[config.mk]
export PLATFORM = sky130hd
export DESIGN_NAME = if_stage_flat
export DESIGN_NICKNAME = d
export VERILOG_FILES = /design/src/rtl/if_stage_if.sv /design/src/rtl/if_stage.sv /design/src/flat_wrapper.sv
export SDC_FILE = /design/constraint.sdc
export NUM_CORES = 1
export LEC_CHECK = 0
export BUFFER_PORTS_ARGS = -buffer_cell sky130_fd_sc_hd__clkbuf_2
export CAP_MARGIN = 40
export CORE_ASPECT_RATIO = 1.5
export CORE_UTILIZATION = 45
export CTS_CLUSTER_DIAMETER = 40
export DETAILED_ROUTE_END_ITERATION = 6
export PLACE_DENSITY = 0.75
export SYNTH_ARGS = -nofsm -noshare
export SYNTH_HDL_FRONTEND = slang
export SYNTH_SLANG_ARGS = --single-unit
[constraint.sdc]
create_clock -name clk -period 11.1 [get_ports clk]
set_input_delay 2.22 -clock clk [delete_from_list [all_inputs] [get_ports clk]]
set_output_delay 2.22 -clock clk [all_outputs]
set_load 0.02 [all_outputs]
[src/rtl/if_stage_if.sv]
// Fetch-stage bus: instruction memory, hazard controls,
// decode redirects and the IF/ID register outputs.
interface if_stage_if;
    // Instruction memory
    logic [31:0] imem_addr;
    logic [31:0] imem_data;
    logic [5:0]  instr_code_in;

    // Hazard unit
    logic        stall;
    logic        flush;

    // Redirects resolved in decode
    logic [31:0] id_pc;
    logic        branch_in;
    logic [31:0] branch_addr;
    logic        jump_in;
    logic [25:0] jump_addr;
    logic        jump_reg_in;
    logic [31:0] jump_reg_addr;

    // IF/ID register
    logic [31:0] pc_out;
    logic [31:0] instructure_out;
    logic [5:0]  instr_code_out;
    logic        valid_out;

    modport master (
        output imem_addr,
        input  imem_data,
        input  instr_code_in,
        input  stall,
        input  flush,
        input  id_pc,
        input  branch_in,
        input  branch_addr,
        input  jump_in,
        input  jump_addr,
        input  jump_reg_in,
        input  jump_reg_addr,
        output pc_out,
        output instructure_out,
        output instr_code_out,
        output valid_out
    );

    modport slave (
        input  imem_addr,
        output imem_data,
        output instr_code_in,
        output stall,
        output flush,
        output id_pc,
        output branch_in,
        output branch_addr,
        output jump_in,
        output jump_addr,
        output jump_reg_in,
        output jump_reg_addr,
        input  pc_out,
        input  instructure_out,
        input  instr_code_out,
        input  valid_out
    );
endinterface

[src/rtl/if_stage.sv]
// Instruction fetch stage with IF/ID pipeline register.
// Delayed-branch ISA: the delay slot is never squashed here.
module if_stage #(
    parameter logic [31:0] RESET_PC = 32'h0000_3000
) (
    input  logic       clk,
    input  logic       reset,
    if_stage_if.master bus
);

    typedef struct packed {
        logic [31:0] pc;
        logic [31:0] instr;
        logic [5:0]  code;
        logic        valid;
    } if_id_t;

    logic [31:0] pc;
    logic [31:0] next_pc;
    logic [31:0] seq_pc;
    logic [31:0] id_pc_plus4;
    logic [31:0] br_off;
    logic [31:0] br_pc;
    logic [31:0] j_pc;

    if_id_t if_id_q;
    if_id_t if_id_d;

    // Redirect targets are relative to the instruction in decode.
    assign seq_pc      = pc + 32'd4;
    assign id_pc_plus4 = bus.id_pc + 32'd4;
    assign br_off      = bus.branch_addr << 2;
    assign br_pc       = id_pc_plus4 + br_off;
    assign j_pc        = {id_pc_plus4[31:28], bus.jump_addr, 2'b00};

    // Next-PC select: jr beats j beats branch beats sequential.
    always_comb begin
        next_pc = seq_pc;
        priority case (1'b1)
            bus.jump_reg_in: next_pc = bus.jump_reg_addr;
            bus.jump_in:     next_pc = j_pc;
            bus.branch_in:   next_pc = br_pc;
            default:         next_pc = seq_pc;
        endcase
    end

    // IF/ID payload: the fetched word, or a bubble on flush.
    always_comb begin
        if_id_d.pc    = pc;
        if_id_d.instr = bus.imem_data;
        if_id_d.code  = bus.instr_code_in;
        if_id_d.valid = 1'b1;
        if (bus.flush) begin
            if_id_d.instr = 32'h0;
            if_id_d.code  = 6'h0;
            if_id_d.valid = 1'b0;
        end
    end

    // PC and IF/ID update; stall freezes both and beats flush.
    always_ff @(posedge clk) begin
        if (reset) begin
            pc            <= RESET_PC;
            if_id_q.pc    <= RESET_PC;
            if_id_q.instr <= 32'h0;
            if_id_q.code  <= 6'h0;
            if_id_q.valid <= 1'b0;
        end else if (!bus.stall) begin
            pc      <= next_pc;
            if_id_q <= if_id_d;
        end
    end

    assign bus.imem_addr       = pc;
    assign bus.pc_out          = if_id_q.pc;
    assign bus.instructure_out = if_id_q.instr;
    assign bus.instr_code_out  = if_id_q.code;
    assign bus.valid_out       = if_id_q.valid;

endmodule
[src/flat_wrapper.sv]
// flat-port wrapper written by rule: the top's interface ports become plain ports
module if_stage_flat 
#(
    parameter logic [31:0] RESET_PC = 32'h0000_3000
)
  (clk, reset, bus_imem_addr, bus_imem_data, bus_instr_code_in, bus_stall, bus_flush, bus_id_pc, bus_branch_in, bus_branch_addr, bus_jump_in, bus_jump_addr, bus_jump_reg_in, bus_jump_reg_addr, bus_pc_out, bus_instructure_out, bus_instr_code_out, bus_valid_out);
  if_stage_if bus_i ();
  input  logic clk;
  input  logic reset;
  output wire logic [$bits(bus_i.imem_addr)-1:0] bus_imem_addr;
  input wire logic [$bits(bus_i.imem_data)-1:0] bus_imem_data;
  input wire logic [$bits(bus_i.instr_code_in)-1:0] bus_instr_code_in;
  input wire logic [$bits(bus_i.stall)-1:0] bus_stall;
  input wire logic [$bits(bus_i.flush)-1:0] bus_flush;
  input wire logic [$bits(bus_i.id_pc)-1:0] bus_id_pc;
  input wire logic [$bits(bus_i.branch_in)-1:0] bus_branch_in;
  input wire logic [$bits(bus_i.branch_addr)-1:0] bus_branch_addr;
  input wire logic [$bits(bus_i.jump_in)-1:0] bus_jump_in;
  input wire logic [$bits(bus_i.jump_addr)-1:0] bus_jump_addr;
  input wire logic [$bits(bus_i.jump_reg_in)-1:0] bus_jump_reg_in;
  input wire logic [$bits(bus_i.jump_reg_addr)-1:0] bus_jump_reg_addr;
  output wire logic [$bits(bus_i.pc_out)-1:0] bus_pc_out;
  output wire logic [$bits(bus_i.instructure_out)-1:0] bus_instructure_out;
  output wire logic [$bits(bus_i.instr_code_out)-1:0] bus_instr_code_out;
  output wire logic [$bits(bus_i.valid_out)-1:0] bus_valid_out;
  assign bus_imem_addr = bus_i.imem_addr;
  assign bus_i.imem_data = bus_imem_data;
  assign bus_i.instr_code_in = bus_instr_code_in;
  assign bus_i.stall = bus_stall;
  assign bus_i.flush = bus_flush;
  assign bus_i.id_pc = bus_id_pc;
  assign bus_i.branch_in = bus_branch_in;
  assign bus_i.branch_addr = bus_branch_addr;
  assign bus_i.jump_in = bus_jump_in;
  assign bus_i.jump_addr = bus_jump_addr;
  assign bus_i.jump_reg_in = bus_jump_reg_in;
  assign bus_i.jump_reg_addr = bus_jump_reg_addr;
  assign bus_pc_out = bus_i.pc_out;
  assign bus_instructure_out = bus_i.instructure_out;
  assign bus_instr_code_out = bus_i.instr_code_out;
  assign bus_valid_out = bus_i.valid_out;
  if_stage #(.RESET_PC(RESET_PC)) u_core (.clk(clk), .reset(reset), .bus(bus_i));
endmodule
== Word level (Yosys, flattened, before mapping) ==
Cells that the tools add are included.

* Input bits: 167
* Register bits: 103

* Add/sub/neg operators: 3
* Mux-type cells: 4

{| class="wikitable"
|+ Operators by type and width
! operator !! count
|-
| 32-bit 2-to-1 mux || 3
|-
| 32-bit by 3-bit adder with 32-bit output, second input constant || 2
|-
| 39-bit 2-to-1 mux || 1
|-
| 32-bit adder || 1
|}

== Longest topological paths before layout ==
* Depth in word-level cells: 5
* Depth in mapped cells: 15
* Gate-level depth less buffers: 14

== Least setup slack after synthesis ==
OpenSTA, ideal clock, no wires.

* Path type: input -> register
* Start: input bus_id_pc[2]
* End: register u_core.pc[30], in the netlist u_core.bus.imem_addr[30]
* Path buffers: 1
* Arrival time: 4.930 ns
* Library setup time: 0.114 ns
* Stages: 15
* Path slack: 6.056 ns
* Data required time: 10.986 ns
* Cells stage by stage: ha_1 > and3_1 > nor4b_1 > nand3_1 > xnor2_1 > ha_1 > clkbuf_1 > o21ai_0 > o21bai_1 > a211oi_1 > o21ai_0 > or3_1 > mux2i_1 > a211oi_1 > a21o_1

* Word-level cells in the longest chain between the ends: 5

{| class="wikitable"
|+ Ends and longest elaborated chain
! what !! RTL line !! RTL
|-
| start, declared || flat_wrapper.sv:15 || <nowiki>input wire logic [$bits(bus_i.id_pc)-1:0] bus_id_pc;</nowiki>
|-
| 32-bit by 3-bit adder with 32-bit output * || if_stage.sv:31 || <nowiki>assign id_pc_plus4 = bus.id_pc + 32'd4;</nowiki>
|-
| 32-bit adder || if_stage.sv:33 || <nowiki>assign br_pc = id_pc_plus4 + br_off;</nowiki>
|-
| 32-bit 2-to-1 mux || if_stage.sv:39 || <nowiki>priority case (1'b1)</nowiki>
|-
| 32-bit 2-to-1 mux * (2 in a row) || if_stage.sv:39 ||
|-
| end signal, assigned || if_stage.sv:69 || <nowiki>pc <= next_pc;</nowiki>
|-
| end, declared || if_stage.sv:18 || <nowiki>logic [31:0] pc;</nowiki>
|}

Mark *: on every way between the ends. The rest lies on a longest branch, timed or not.
A chain may end at the register's enable or synchronous reset.

== Worst setup path after layout ==
* Start: input bus_id_pc[2]
* End: register u_core.pc[31], in the netlist u_core.bus.imem_addr[31]

The elaborated chain is that of the path after synthesis.

==> impl_metrics.csv <==
group,metric,value,unit
sta,rsz0062_at_grt,"no",
die,fp-row-count,56,
routing,routedWlPerCell,16.8,um
yosys,synth.area.top_cells,"dfxtp_1 29%, nor2_1 6.7%, ha_1 6.3%, mux2i_1 5.3%, xnor2_1 5.0%",
setup_path,worstPathMaxFanout,6,
setup_path,cp.arrival,5.97,ns
yosys,synth_cells,899,
yosys,syn_area,7170,um2
pwr,p_sw,344,uW
cts,cts_tree,"done",
pwr,p_sw_share,34.2,%
cts,cts_sinks,103,
die,core_area,15600,um2
setup_path,cp_slowest_cell,"nor4_2",
pwr,p_seq_share,41.3,%
yosys,synth_area_leader_cell,"dfxtp_1",
setup_path,critical_path_class,"in -> reg",
sta,slew_viol_final,0,
yosys,synth_top_area_share,28.8,%
routing,ant_nets,0,
job,max_cap_violations,0,
pwr,p_leak,4.03,nW
die,die_y,157,um
yosys,synth-async-reset-ratio,0,%
die,io_pins,270,
yosys,ys_dominant_reg_cell,"dfxtp_1",
setup_path,cp.required,11.33,ns
sta,min_period,5.74,ns
die,dieArea,16400,um2
sta,tightest_slew,0.859,ns
cts,clk_pin_slew,0.08,ns
yosys,synth.avg_cell_area,7.97,um2
sta,finalSetupTns,0,ns
yosys,synth-seq-area-share,28.8,%
placed_design,placed_cell_area,8440,um2
final_layout,drive_above_1_share,27.7,%
grt,grt_pass1_wl,34600,um
yosys,syn-num-nets,1103,
cts,cts_buffers,9,
sta,post-route-period-util,51.7,%
cts,cts_root_buf,"clkbuf_16",
grt,grt_max_degree,85,
sta,setup_viol,0,
setup_path,path_buf_inv,1,
pwr,comb_power_share,27.5,%
pwr,max-vdd-ir-drop,0.0000694,V
pwr,clkPwrFrac,31.3,%
cts,clkLatencyLatePin,0.34,ns
cts,cts_resized,0,
yosys,ys_warn_count,0,
yosys,synthDistinctLibCells,68,
cts,cts_setup_buffers,0,
setup_path,max_stage_delay,0.62,ns
yosys,synth_edf_count,0,
pwr,p_per_area,115,nW/um2
grt,antenna_found_initial,1,
setup_path,crit_family,"compound AO/OA/AOI/OAI gates",
yosys,synth_seq_cells,103,
grt,grt_overflow,0,
final_layout,fin_nets,1307,
pwr,p_int,662,uW
placed_design,place_congestion,0.876,
routing,vias_per_cell,5.65,
die,start_util,45.9,%
placed_design,place.detailed.hpwl,17500,um
run_status,status,"completed",
sta,fmaxAchievable,174,MHz
sta,final-hold-violation-count,0,
die,die_w,105,um
cts,h-tree-depth,3,
routing,routed_wl,22000,um
final_layout,syn_to_final_growth,21.9,%
yosys,post-synth-top-count-cell,"nor2_1",
setup_path,startpoint_type,"input port",
setup_path,path_cells,"clkbuf_2, ha_1, nand3_1, nor4_2, nand4_1, xnor2_1, ha_1, a21o_1, a21o_1, a21oi_1, o21ai_0, a221oi_1, o21ai_0, xnor2_1, o21ai_1",
final_layout,fin_area,8740,um2
grt,grt_pass1_vias,6967,
yosys,synth_common_cells,"128 x nor2_1, 103 x dfxtp_1, 61 x nand2_1",
sta,clock_skew,0.00689,ns
routing,firstDrtPassIters,6,
routing,vias,7413,
grt,grt_use_total,26.6,%
setup_path,end_kind,"flop",
routing,drtIter0Drc,633,
sta,hold_slack,0.484,ns
routing,post-route-drc-count,0,
sta,slew-limit-headroom,42.7,%
hold_path,hold_class,"reg -> reg",
cts,ctsHoldBuffers,0,
cts,clockBufferDepth,2,
placed_design,place.port_buffers,267,
-- power groups by stage --
stage	clock network (mW)	logic, mW	registers (mW)
2_1_floorplan	0	0.183	0.426
3_3_place_gp	0	0.269	0.422
3_5_place_dp	0	0.274	0.423
4_1_cts	0.322	0.276	0.415
5_1_grt	0.336	0.303	0.418
6_report	0.314	0.276	0.415
-- cell type report --
type / instances / area [um2]
fillers: 1519 / 6890
inverters: 22 / 82.6
repair buffers: 276 / 1440
well taps: 203 / 254
multi-input cells: 691 / 4590
clock inverters: 7 / 73.8
flip-flops and latches: 103 / 2060
clock buffers: 9 / 225
diodes: 1 / 2.50
-- placed cells by master, fill, tap and decap left out, types with 18 or more instances in the layout --
| master | count |
|---|---|
| mux2i_1 | 38 |
| inv_1 | 20 |
| nand2_1 | 61 |
| a22oi_1 | 39 |
| nand4_1 | 20 |
| xor2_1 | 29 |
| dfxtp_1 | 103 |
| o21ai_0 | 29 |
| nor2_1 | 127 |
| clkbuf_2 | 265 |
| ha_1 | 36 |
| nor3_1 | 18 |
| a21oi_1 | 48 |
| xnor2_1 | 41 |
| a21o_1 | 20 |
| nand3_1 | 44 |
-- worst reg2reg max path, cell delays in order (launching register included) --
cell and delay (ns):
dfxtp_1 0.60, nand4_1 0.27, or3_1 0.52, nor3b_2 0.38, nand3_1 0.19, xor2_1 0.16, o21ai_0 0.09, a32oi_1 0.21
o21ai_1 0.08
-- final timing paths --
kind / startpoint / endpoint / slack (ns) / cells past startpoint
setup / recovery: bus_id_pc[2] / u_core.bus.imem_addr[31] / 5.36 / 15
hold / removal: u_core.bus.pc_out[12] / u_core.bus.pc_out[12] / 0.48 / 2
setup reg to reg: u_core.bus.imem_addr[13] / u_core.bus.imem_addr[31] / 8.49 / 8
hold reg to reg: u_core.bus.pc_out[12] / u_core.bus.pc_out[12] / 0.48 / 2
-- flip-flops by register name, summed over array words and instances (netlist names) --
name	count
u_core.bus.imem_addr	32
u_core.bus.instr_code_out	6
u_core.bus.instructure_out	32
u_core.bus.valid_out	1
u_core.bus.pc_out	32
-- metal layers --
| layer | routed length (um) | track usage (%) | part of all wire (%) |
|---|---|---|---|
| met4 | 958 | 13.8 | 4.4 |
| met5 | 0 | 0 | 0 |
| met1 | 8390 | 29.2 | 38 |
| met2 | 11200 | 49.5 | 51 |
| met3 | 1420 | 3.42 | 6.5 |
-- metrics by stage --
| step | instances | util (%) | total power [mW] | setup slack (ns) |
|---|---|---|---|---|
| floorplan | 899 | - | 0.609 | 6.06 |
| global placement | 1291 | 53.6 | 0.691 | 5.15 |
| detailed placement | 1295 | 54.0 | 0.698 | 5.11 |
| CTS | 1311 | 55.9 | 1.01 | 5.45 |
| global route | 1312 | 55.9 | 1.06 | 5.20 |
| finish | 1312 | 55.9 | 1.01 | 5.36 |
-- cells by family after synthesis --
kind of cell	synth area share, %
adders and majority gates	6.57
muxes	5.31
DFF	28.8
buffers and inverters	7.23
AOI/OAI and AO/OA	22.5
and+or+nand+nor	21.0
xor gates and xnor gates	8.56
(Power assumes the default switching activity.)
